<file path="config.mk">
export PLATFORM = sky130hd
export DESIGN_NAME = pulse_capture_hold_flat
export DESIGN_NICKNAME = d
export VERILOG_FILES = /design/src/rtl/pulse_capture_hold_pkg.sv /design/src/rtl/pulse_capture_hold_if.sv /design/src/rtl/pulse_fifo_mem.sv /design/src/rtl/pulse_capture_hold.sv /design/src/flat_wrapper.sv
export SDC_FILE = /design/constraint.sdc
export NUM_CORES = 1
export LEC_CHECK = 0
export CAP_MARGIN = 15
export CORE_MARGIN = 2
export CORE_UTILIZATION = 53
export CTS_CLUSTER_DIAMETER = 50
export CTS_CLUSTER_SIZE = 14
export DETAILED_ROUTE_END_ITERATION = 8
export GPL_TIMING_DRIVEN = 1
export PLACE_DENSITY = 0.88
export SLEW_MARGIN = 0
export SYNTH_ARGS = -nofsm -noshare
export SYNTH_HDL_FRONTEND = slang
export SYNTH_SLANG_ARGS = --single-unit
</file>
<file path="constraint.sdc">
create_clock -name clk -period 2.6 [get_ports clk]
set_clock_uncertainty 0.05 [all_clocks]
set_input_delay 0.39 -clock clk [delete_from_list [all_inputs] [get_ports clk]]
set_output_delay 0.39 -clock clk [all_outputs]
set_load 0.01 [all_outputs]
</file>
<file path="src/rtl/pulse_capture_hold_pkg.sv">
// rtl/pulse_capture_hold_pkg.sv - shared constants for the pulse capture/hold block
package pulse_capture_hold_pkg;

  localparam logic TRUE  = 1'b1;
  localparam logic FALSE = 1'b0;

endpackage

</file>
<file path="src/rtl/pulse_capture_hold_if.sv">
// rtl/pulse_capture_hold_if.sv - event producer/consumer bundle for pulse_capture_hold
interface pulse_capture_hold_if #(
  parameter int WIDTH = 8,
  parameter int DEPTH = 4,
  parameter int PTR_W = $clog2(DEPTH)
);

  logic [WIDTH-1:0] data_i;
  logic             ack_i;
  logic             flush_i;
  logic             clr_ovf_i;
  logic             valid_o;
  logic [WIDTH-1:0] data_o;
  logic [PTR_W:0]   count_o;
  logic             overflow_o;

  // Producer/consumer side: drives the pulse stream and the acknowledges.
  modport master (
    output data_i, ack_i, flush_i, clr_ovf_i,
    input  valid_o, data_o, count_o, overflow_o
  );

  // Capture block side.
  modport slave (
    input  data_i, ack_i, flush_i, clr_ovf_i,
    output valid_o, data_o, count_o, overflow_o
  );

endinterface

</file>
<file path="src/rtl/pulse_fifo_mem.sv">
// rtl/pulse_fifo_mem.sv - event storage array, one write port and one asynchronous read port
module pulse_fifo_mem #(
  parameter int WIDTH = 8,
  parameter int DEPTH = 4,
  parameter int PTR_W = $clog2(DEPTH)
) (
  input  logic             clk,
  input  logic             wr_en,
  input  logic [PTR_W-1:0] wr_addr,
  input  logic [WIDTH-1:0] wr_data,
  input  logic [PTR_W-1:0] rd_addr,
  output logic [WIDTH-1:0] rd_data
);

  logic [WIDTH-1:0] mem [DEPTH];

  // Storage carries no reset; validity is tracked by the controller's count.
  always_ff @(posedge clk) begin
    if (wr_en) begin
      mem[wr_addr] <= wr_data;
    end
  end

  assign rd_data = mem[rd_addr];

endmodule

</file>
<file path="src/rtl/pulse_capture_hold.sv">
// rtl/pulse_capture_hold.sv - captures one-cycle event pulses into a FIFO and holds the head until acked
module pulse_capture_hold
  import pulse_capture_hold_pkg::*;
#(
  parameter int              WIDTH      = 8,
  parameter logic [WIDTH-1:0] IDLE_VALUE = {WIDTH{1'b0}},
  parameter int              DEPTH      = 4
) (
  input  logic clk,
  input  logic rst_n,
  pulse_capture_hold_if.slave bus
);

  localparam int PTR_W = $clog2(DEPTH);
  localparam logic [PTR_W:0] FULL_COUNT = DEPTH[PTR_W:0];

  logic [PTR_W-1:0] rd_ptr;
  logic [PTR_W-1:0] wr_ptr;
  logic [PTR_W:0]   count;
  logic             overflow;
  logic [WIDTH-1:0] head;

  logic push;
  logic pop;
  logic wr_en;
  logic drop;

  // Decode this cycle's push/pop; a full queue still accepts when the head leaves in the same cycle.
  always_comb begin
    push  = (bus.data_i != IDLE_VALUE);
    pop   = bus.ack_i && (count != '0);
    wr_en = 1'b0;
    drop  = 1'b0;
    if (!bus.flush_i && push) begin
      if ((count != FULL_COUNT) || pop) begin
        wr_en = 1'b1;
      end else begin
        drop = 1'b1;
      end
    end
  end

  // Pointer, occupancy and sticky overflow control; flush outranks every other request.
  always_ff @(posedge clk or negedge rst_n) begin
    if (!rst_n) begin
      rd_ptr   <= '0;
      wr_ptr   <= '0;
      count    <= '0;
      overflow <= FALSE;
    end else if (bus.flush_i) begin
      rd_ptr   <= '0;
      wr_ptr   <= '0;
      count    <= '0;
      overflow <= FALSE;
    end else begin
      if (wr_en) begin
        wr_ptr <= wr_ptr + 1'b1;
      end
      if (pop) begin
        rd_ptr <= rd_ptr + 1'b1;
      end
      if (wr_en && !pop) begin
        count <= count + 1'b1;
      end else if (!wr_en && pop) begin
        count <= count - 1'b1;
      end
      if (drop) begin
        overflow <= TRUE;
      end else if (bus.clr_ovf_i) begin
        overflow <= FALSE;
      end
    end
  end

  pulse_fifo_mem #(
    .WIDTH (WIDTH),
    .DEPTH (DEPTH),
    .PTR_W (PTR_W)
  ) u_mem (
    .clk     (clk),
    .wr_en   (wr_en),
    .wr_addr (wr_ptr),
    .wr_data (bus.data_i),
    .rd_addr (rd_ptr),
    .rd_data (head)
  );

  assign bus.valid_o    = (count != '0);
  assign bus.data_o     = (count != '0) ? head : IDLE_VALUE;
  assign bus.count_o    = count;
  assign bus.overflow_o = overflow;

endmodule

</file>
<file path="src/flat_wrapper.sv">
// flat-port wrapper written by rule: the top's interface ports become plain ports
module pulse_capture_hold_flat import pulse_capture_hold_pkg::*;
#(
  parameter int              WIDTH      = 8,
  parameter logic [WIDTH-1:0] IDLE_VALUE = {WIDTH{1'b0}},
  parameter int              DEPTH      = 4
)
  (clk, rst_n, bus_data_i, bus_ack_i, bus_flush_i, bus_clr_ovf_i, bus_valid_o, bus_data_o, bus_count_o, bus_overflow_o);
  pulse_capture_hold_if #(.WIDTH(WIDTH), .DEPTH(DEPTH)) bus_i ();
  input  logic clk;
  input  logic rst_n;
  input wire logic [$bits(bus_i.data_i)-1:0] bus_data_i;
  input wire logic [$bits(bus_i.ack_i)-1:0] bus_ack_i;
  input wire logic [$bits(bus_i.flush_i)-1:0] bus_flush_i;
  input wire logic [$bits(bus_i.clr_ovf_i)-1:0] bus_clr_ovf_i;
  output wire logic [$bits(bus_i.valid_o)-1:0] bus_valid_o;
  output wire logic [$bits(bus_i.data_o)-1:0] bus_data_o;
  output wire logic [$bits(bus_i.count_o)-1:0] bus_count_o;
  output wire logic [$bits(bus_i.overflow_o)-1:0] bus_overflow_o;
  assign bus_i.data_i = bus_data_i;
  assign bus_i.ack_i = bus_ack_i;
  assign bus_i.flush_i = bus_flush_i;
  assign bus_i.clr_ovf_i = bus_clr_ovf_i;
  assign bus_valid_o = bus_i.valid_o;
  assign bus_data_o = bus_i.data_o;
  assign bus_count_o = bus_i.count_o;
  assign bus_overflow_o = bus_i.overflow_o;
  pulse_capture_hold #(.WIDTH(WIDTH), .IDLE_VALUE(IDLE_VALUE), .DEPTH(DEPTH)) u_core (.clk(clk), .rst_n(rst_n), .bus(bus_i));
endmodule
</file>
==> flow_summary.toml, run 1 <==
[die]
fp.dieArea_mm2 = 0.00398
start_util_pct = 55.5
core_mm2 = 0.00334
ios = 26
die_h_um = 63.1
std_cell_rows = 21
die_w_um = 63.1

[cells_and_area]
multiInputGateArea_um2 = 622
layout-drive-gt1-share_pct = 25.1
nFillCells = 232
final_cell_mix = "edfxtp_1, clkdlybuf4s50_1, buf_4, mux4_2, dfrtp_1"
antennaDiodeCount = 0
fin_nets = 188
register_area_mm2 = 0.00116
final_util_pct = 69.7
syn_to_final_growth_pct = 25.7
final_common_cell = "edfxtp_1"

[timing]
fin_setup_tns_ns = 0
layout_min_cycle_time_ns = 2.45
fin_crit_sh_pct = 94.0
drv_slew = 0
slew_headroom_pct = 67.2
clock.fmax_mhz = 409
worst_pin_slew_ns = 0.485
setup-violations-final = 0
rsz0062_at_grt = "no"
hold_viol = 0
postLayoutSetupSlackWorst_ns = 0.155

[logic_synthesis]
ys_warn_count = 0
synth-edff-count = 32
async_reset_ff_share_pct = 20.0
synth_area_mm2 = 0.00185
ys_seq_area_share_pct = 62.7
avgSynthCellArea_um2 = 14.8
ys_ff_latch = 40
synth_top_cells_by_area = "edfxtp_1, dfrtp_1, mux4_2, ha_1, and2_1"
syn-instance-count = 125
syn_nets = 143
synth_flop_cell = "edfxtp_1"
yosys.area.top_type = "edfxtp_1"
yosysTopAreaCellShare_pct = 51.9
yosysUniqueCellTypes = 32

[grt]
grt_pass1_wl_mm = 5.80
grt_use_total_pct = 19.3
grt_max_degree = 14
grt_overflow_total = 0
antenna_found_initial = 0
grt_pass1_vias = 1233

[cts]
clk_pin_slew_ns = 0.13
cts_buffer_depth = 2
clk-insertion-delay-late_ns = 0.36
numCtsBuffers = 5
cts_tree = "yes"
clock-sinks = 40
post_cts_resized = 0
htree_levels = 2
ctsRootBufferMaster = "clkbuf_4"
cts_setup_buffers = 0
hold_buffers = 0

[route]
drc = 0
drtPass1Iterations = 4
post_drt_wl_per_cell_um = 16.3
via_per_inst = 5.65
wirelength_mm = 3.53
drt_iter0_markers = 70
ant_nets = 0
via_count = 1227

[placement]
finalWeightedCongestion = 0.797
place_ws_ns = -0.0976
portBuffers = 25
dp_hpwl_mm = 2.53

[critical_path]
cp_slowest_cell = "mux4_2"
path_class = "flop to output pin"
slowest_delay_ns = 0.49
cp.arrival_ns = 2.01
worst-r2r-setup-slack_ns = 0.19
critPathMaxFanout = 5
worst_ep_required_time_ns = 2.16
cp-end-kind = "output pin"
crit_path_start_kind = "flop"
cp_cell_sequence = "buf_4 -> mux4_2 -> and2b_1 -> clkdlybuf4s50_1"

[power]
peakVddDrop_v = 0.000450
finalPower_mw = 2.05
leakage_nw = 0.858
p_per_area_mw_per_mm2 = 881

[worst_hold_path]
hold_path_class = "input pin to asynchronous set/reset pin"

[job]
maxCapViolCount = 0

[run_status]
status = "complete, no violations"
-- metal layers --
layer | vias up | wire length [um] | part of all wire (%) | track usage (%)
met3 | 12 | 237 | 6.7 | 4.64
met4 | 0 | 68 | 1.9 | 6.67
met2 | 59 | 1840 | 52 | 33.6
met5 | - | 0 | 0 | 0
met1 | 606 | 1380 | 39 | 23.5
li1 | 550 | - | - | -
-- stage by stage --
stage	area, um2	hold slack [ns]	instances
floorplan	1850	0.0444	125
global placement	2270	0.540	209
detailed placement	2270	0.566	209
CTS	2330	0.263	217
global route	2330	0.274	217
finish	2330	0.246	217
-- sequential cells by signal, summed over array words and instances, names as in the netlist --
signal and count:
u_core.bus.count_o 3, u_core.rd_ptr 2, u_core.u_mem.mem 32, u_core.wr_ptr 2, u_core.bus.overflow_o 1
-- final cells by class --
cell class | count | share of cell area (%)
clock inverter | 3 | 0.806
tap | 46 | 2.47
timing repair buffer | 46 | 17.5
inverter | 6 | 0.968
clock buffer | 5 | 1.61
sequential | 40 | 49.9
multi-input combinational | 71 | 26.7
-- critical path: cells and delay by family, from the launching register on --
kind                   cells  cell delay (ns)
buffers and inverters      2             0.64
multiplexers               1             0.49
flip-flops                 1             0.36
AND/OR/NAND/NOR            1             0.17
-- synthesized netlist by cell type (all sizes together), types with 2 or more instances --
| master | count |
|---|---|
| ha | 4 |
| and2 | 6 |
| nand3 | 3 |
| dfrtp | 8 |
| a21oi | 7 |
| and2b | 3 |
| or2 | 2 |
| edfxtp | 32 |
| nand2 | 5 |
| nor2b | 6 |
| nor3 | 4 |
| o211ai | 2 |
| nor4 | 2 |
| buf | 7 |
| inv | 6 |
| xnor2 | 3 |
| mux4 | 8 |
| mux2i | 2 |
| nor2 | 5 |
-- path summary, 6_finish.rpt --
path / startpoint / end / depth (start not counted)
max in group asynchronous: rst_n / u_core.bus.count_o[0]$_DFFE_PN0P_ / 1
worst max register to register: u_core.bus.count_o[1]$_DFFE_PN0P_ / u_core.bus.count_o[2]$_DFFE_PN0P_ / 9
worst min-delay path: rst_n / u_core.bus.count_o[1]$_DFFE_PN0P_ / 1
min in group clk: u_core.wr_ptr[0]$_DFFE_PN0P_ / u_core.wr_ptr[0]$_DFFE_PN0P_ / 2
worst max-delay path: u_core.rd_ptr[0]$_DFFE_PN0P_ / bus_data_o[1] / 4
worst min register to register: u_core.wr_ptr[0]$_DFFE_PN0P_ / u_core.wr_ptr[0]$_DFFE_PN0P_ / 2
-- power by group --
group / switching (mW) / leakage, nW / internal (mW)
Sequential: 0.0732 / 0.398 / 0.804
Clock: 0.209 / 0.0349 / 0.104
Combinational: 0.385 / 0.425 / 0.475
Total: 0.667 / 0.858 / 1.38
-- kinds of logic (layout without fill, tap and decap cells) --
logic type,count (synthesis),count (layout),synth area share (%)
and+or+nand+nor,39,39,12.4
adders and majority gates,5,5,3.78
muxes,11,11,11.4
DFF,40,40,62.7
buffers and inverters,14,60,3.72
xor gates and xnor gates,3,3,1.42
AOI/OAI and AO/OA,13,13,4.59
(Power assumes the default switching activity.)
==> inputs of run 2 (changes only) <==
--- a/config.mk
+++ b/config.mk
@@ -12,7 +12,7 @@
 export CTS_CLUSTER_SIZE = 14
 export DETAILED_ROUTE_END_ITERATION = 8
 export GPL_TIMING_DRIVEN = 1
-export PLACE_DENSITY = 0.88
+export PLACE_DENSITY = 0.85
 export SLEW_MARGIN = 0
 export SYNTH_ARGS = -nofsm -noshare
 export SYNTH_HDL_FRONTEND = slang
==> run 2 against run 1 <==
Cell area is 0.54% higher. Non-clock buffer count is 3 lower. Sequential share of layout area is 0.27 points lower. Critical endpoint is now bus_data_o[7]. Largest power group unchanged.
==> flow_summary.toml, run 2 (synthesis results as in run 1) <==
[run_status]
status = "complete, no violations"

[critical_path]
cp.arrival_ns = 2.03
cp-end-kind = "output pin"
critical-path-top-delay-family = "buffers and inverters"
path_buf_inv = 2
critPathMaxFanout = 4
worst_ep_required_time_ns = 2.16
crit_path_start_kind = "flop"
cp_slowest_cell = "mux4_2"
cp_cell_sequence = "buf_4 -> mux4_2 -> and2b_1 -> clkdlybuf4s50_1"
path_class = "flop to output pin"
slowest_delay_ns = 0.50
worst-r2r-setup-slack_ns = 0.32

[die]
ios = 26
start_util_pct = 55.5
core_mm2 = 0.00334
die_w_um = 63.1
std_cell_rows = 21
die_h_um = 63.1
fp.dieArea_mm2 = 0.00398

[placement]
portBuffers = 25
place_inst = 206
dpl_cell_area_mm2 = 0.00225
dp_hpwl_mm = 2.51
finalWeightedCongestion = 0.835

[cts]
clock-sinks = 40
numCtsBuffers = 5
htree_levels = 2
ctsRootBufferMaster = "clkbuf_4"
cts_tree = "yes"
cts_buffer_depth = 2
cts_setup_buffers = 0
clk-insertion-delay-late_ns = 0.34
clk_pin_slew_ns = 0.12
hold_buffers = 0
post_cts_resized = 0

[power]
leakage_nw = 0.854
peakVddDrop_v = 0.000490
p_per_area_mw_per_mm2 = 905

[job]
maxCapViolCount = 0

[timing]
finalHoldWorstSlack_ns = 0.281
clock.fmax_mhz = 405
worst_pin_slew_ns = 0.432
hold_viol = 0
setup-violations-final = 0
slew_headroom_pct = 71.2
layout_min_cycle_time_ns = 2.47
fin_crit_sh_pct = 94.9
rsz0062_at_grt = "no"
fin_setup_tns_ns = 0
drv_slew = 0

[cells_and_area]
largest_reg_flops = 32
layout-drive-gt1-share_pct = 23.8
finalNonFillerCells = 214
final_common_cell = "edfxtp_1"
stdcell_area_mm2 = 0.00234
syn_to_final_growth_pct = 26.4
fin_nets = 185
final_cell_mix = "edfxtp_1, clkdlybuf4s50_1, buf_4, mux4_2, dfrtp_1"
regMostFlops = "u_core.u_mem.mem"
antennaDiodeCount = 0

[route]
ant_nets = 0
drtPass1Iterations = 4
post_drt_wl_per_cell_um = 15.9
drt_iter0_markers = 45
drc = 0
wirelength_mm = 3.41
via_count = 1148
via_per_inst = 5.36

[grt]
antenna_found_initial = 0
grt_overflow_total = 0
grt_pass1_vias = 1199
grt_pass1_wl_mm = 5.66
grt_max_degree = 13
grt_use_total_pct = 19.5

[worst_hold_path]
hold_path_class = "input pin to asynchronous set/reset pin"
run 2: cell count changes in the layout (fill, tap and decap cells not counted), sizes merged:
cell    change
buf         -3
bufinv      +1
clkbuf      +1
clkinv      -2
run 2: stage by stage:
stage / utilization (%) / power [mW] / setup slack, ns
after detailed placement: 67.4 / 1.74 / -0.192
final: 70.1 / 2.12 / 0.132
after global placement: 67.4 / 1.70 / -0.0955
after global routing: 70.1 / 2.23 / 0.0260
after floorplan: - / 1.36 / 0.239
after CTS: 69.7 / 2.13 / 0.115
run 2: metal layers:
metal	vias up	global-route usage, %	routed length [um]	share of wire [%]
met4	0	7.50	65	1.9
li1	542	-	-	-
met3	7	5.00	141	4.1
met1	573	23.0	1390	41
met5	-	0	0	0
met2	26	34.0	1820	53
run 2: worst paths after layout:
path	from	endpoint	cells after the start
setup / recovery	u_core.rd_ptr[0]$_DFFE_PN0P_	bus_data_o[7]	4
hold / removal	rst_n	u_core.bus.count_o[1]$_DFFE_PN0P_	1
setup reg to reg	u_core.bus.count_o[0]$_DFFE_PN0P_	u_core.bus.count_o[2]$_DFFE_PN0P_	8
hold reg to reg	u_core.wr_ptr[0]$_DFFE_PN0P_	u_core.wr_ptr[0]$_DFFE_PN0P_	2
max in group asynchronous	rst_n	u_core.wr_ptr[0]$_DFFE_PN0P_	1
min in group clk	u_core.wr_ptr[0]$_DFFE_PN0P_	u_core.wr_ptr[0]$_DFFE_PN0P_	2
run 2: cell type report:
class	instances	area (um2)
clock inverters	2	35.0
repair buffers	43	385
multi-input cells	71	637
flip-flops and latches	40	1160
inverters	6	22.5
well taps	46	57.6
clock buffers	6	41.3
fillers	238	997
run 2: where the power goes:
part | switching (mW) | total [mW] | internal (mW) | leakage [nW]
combinational | 0.357 | 0.830 | 0.473 | 0.413
sequential | 0.0877 | 0.892 | 0.804 | 0.398
clock | 0.195 | 0.397 | 0.202 | 0.0422
total | 0.639 | 2.12 | 1.48 | 0.854
==> inputs of run 3 (changes only) <==
--- a/config.mk
+++ b/config.mk
@@ -8,11 +8,12 @@
 export CAP_MARGIN = 15
 export CORE_MARGIN = 2
 export CORE_UTILIZATION = 53
+export CTS_BUF_LIST = sky130_fd_sc_hd__clkbuf_16
 export CTS_CLUSTER_DIAMETER = 50
 export CTS_CLUSTER_SIZE = 14
 export DETAILED_ROUTE_END_ITERATION = 8
 export GPL_TIMING_DRIVEN = 1
-export PLACE_DENSITY = 0.85
+export PLACE_DENSITY = 0.78
 export SLEW_MARGIN = 0
 export SYNTH_ARGS = -nofsm -noshare
 export SYNTH_HDL_FRONTEND = slang
==> run 3 against run 2 <==
Sequential cell count is the same. Routed wire length grew 10%. Die area is the same. Clock power grew 73%. Power grew 16%. Cell area grew 4.6%. Non-clock buffer count shrank 1. Via count grew 0.78%. Clock-buffer cell count shrank 1. Global-route usage grew 1.1 points.
==> flow_summary.toml, run 3 (synthesis results as in run 1) <==
[timing]
fin_crit_sh_pct = 96.0
hold_viol = 0
slew_headroom_pct = 70.5
drv_slew = 0
clock.fmax_mhz = 401
rsz0062_at_grt = "no"
worst_pin_slew_ns = 0.436
setup-violations-final = 0
layout_min_cycle_time_ns = 2.49

[cts]
clk-insertion-delay-late_ns = 0.28
cts_tree = "yes"
clk_pin_slew_ns = 0.06
numCtsBuffers = 5
clock-sinks = 40
hold_buffers = 0
cts_buffer_depth = 2
htree_levels = 2
ctsRootBufferMaster = "clkbuf_16"

[critical_path]
worst-path-stages = 4
crit_end = "bus_data_o[1]"
critical-path-top-delay-family = "buffers and inverters"
slowest_delay_ns = 0.49
worstReg2RegEnd = "u_core.bus.count_o[2]$_DFFE_PN0P_"
cp_cell_sequence = "buf_12 -> mux4_2 -> and2b_1 -> clkdlybuf4s50_1"
rr_startpoint = "u_core.bus.count_o[0]$_DFFE_PN0P_"
crit_start = "u_core.rd_ptr[0]$_DFFE_PN0P_"
path_buf_inv = 2
path_class = "flop to output pin"
cp_slowest_cell = "dfrtp_1"
worst-r2r-setup-slack_ns = 0.24
worst_ep_required_time_ns = 2.16
reg2reg_depth = 9
cp.arrival_ns = 2.05
cp-end-kind = "output pin"
critPathMaxFanout = 6
crit_path_start_kind = "flop"

[cells_and_area]
fin_nets = 184
antennaDiodeCount = 0
register_area_mm2 = 0.00116
layout-drive-gt1-share_pct = 25.7
stdcell_area_mm2 = 0.00245
final_util_pct = 73.3
final_common_cell = "edfxtp_1"
final_cell_mix = "edfxtp_1, clkdlybuf4s50_1, buf_4, mux4_2, dfrtp_1"
regMostFlops = "u_core.u_mem.mem"
multiInputGateArea_um2 = 646
largest_reg_flops = 32
syn_to_final_growth_pct = 32.2
finalNonFillerCells = 213
nFillCells = 228

[route]
via_count = 1157
post_drt_wl_per_cell_um = 17.6
drtPass1Iterations = 4
ant_nets = 0
via_per_inst = 5.43
wirelength_mm = 3.75
drt_iter0_markers = 74
drc = 0

[grt]
grt_pass1_vias = 1290
antenna_found_initial = 0
grt_overflow_total = 0
grt_use_total_pct = 20.6
grt_pass1_wl_mm = 6.04
grt_max_degree = 14

[die]
fp.dieArea_mm2 = 0.00398
die_w_um = 63.1
start_util_pct = 55.5
die_h_um = 63.1
core_mm2 = 0.00334
std_cell_rows = 21
ios = 26

[power]
leakage_nw = 0.900
peakVddDrop_v = 0.000580
p_per_area_mw_per_mm2 = 1000

[placement]
place_inst = 205
dp_hpwl_mm = 2.56
finalWeightedCongestion = 0.799
dpl_cell_area_mm2 = 0.00225
portBuffers = 25

[run_status]
status = "complete, no violations"

[job]
maxCapViolCount = 0

[worst_hold_path]
hold_path_class = "input pin to asynchronous set/reset pin"
[run 3: changes by cell type in the layout (fill, tap and decap cells not counted), sizes merged]
cell	delta
clkdlybuf4s50	-1
dlymetal6s2s	+1
clkbuf	-1
buf	-1
clkinvlp	+1
[run 3: how the worst min path moves through the flow]
stage,startpoint,to,slack [ns],cells past startpoint
after floorplan,rst_n,u_core.bus.count_o[0]$_DFFE_PN0P_,0.04,0
after global placement,u_core.wr_ptr[0]$_DFFE_PN0P_,u_core.wr_ptr[0]$_DFFE_PN0P_,0.53,2
after detailed placement,u_core.wr_ptr[0]$_DFFE_PN0P_,u_core.wr_ptr[0]$_DFFE_PN0P_,0.56,2
after CTS,rst_n,u_core.bus.count_o[1]$_DFFE_PN0P_,0.35,1
after global routing,rst_n,u_core.wr_ptr[1]$_DFFE_PN0P_,0.38,1
final,rst_n,u_core.bus.count_o[1]$_DFFE_PN0P_,0.35,1
[run 3: layer usage]
| metal | up-vias | global-route usage (%) | share of wire, % |
|---|---|---|---|
| met4 | 0 | 10.6 | 2.2 |
| li1 | 541 | - | - |
| met1 | 583 | 23.0 | 41 |
| met3 | 8 | 5.36 | 3.4 |
| met5 | - | 0 | 0 |
| met2 | 25 | 36.0 | 54 |
[run 3: cell type report]
| class | count | area share [%] |
|---|---|---|
| sequential | 40 | 47.4 |
| multi-input combinational | 71 | 26.4 |
| timing repair buffer | 42 | 16.1 |
| clock buffer | 5 | 5.11 |
| inverter | 6 | 0.920 |
| tap | 46 | 2.35 |
| clock inverter | 3 | 1.74 |
[run 3: timing repair]
| action | in CTS | in global routing |
|---|---|---|
| resized for setup | 0 | 6 |
| setup buffers | 0 | 0 |
| setup endpoints to repair | 0 | 1 |
[run 3: stage by stage]
stage	total power [mW]	worst slack [ns]	setup TNS, ns	hold slack [ns]
final	2.45	0.105	0	0.352
after global routing	2.57	0.0135	0	0.384
after CTS	2.44	0.0441	0	0.354
after detailed placement	1.75	-0.242	-0.279	0.563
after global placement	1.71	-0.0797	-0.0797	0.534
after floorplan	1.36	0.239	0	0.0444
[run 3: report_power, final]
group	leakage, nW	internal (mW)	switching, mW
Sequential	0.398	0.806	0.0977
Clock	0.0798	0.450	0.236
Combinational	0.422	0.484	0.372
Total	0.899	1.74	0.706
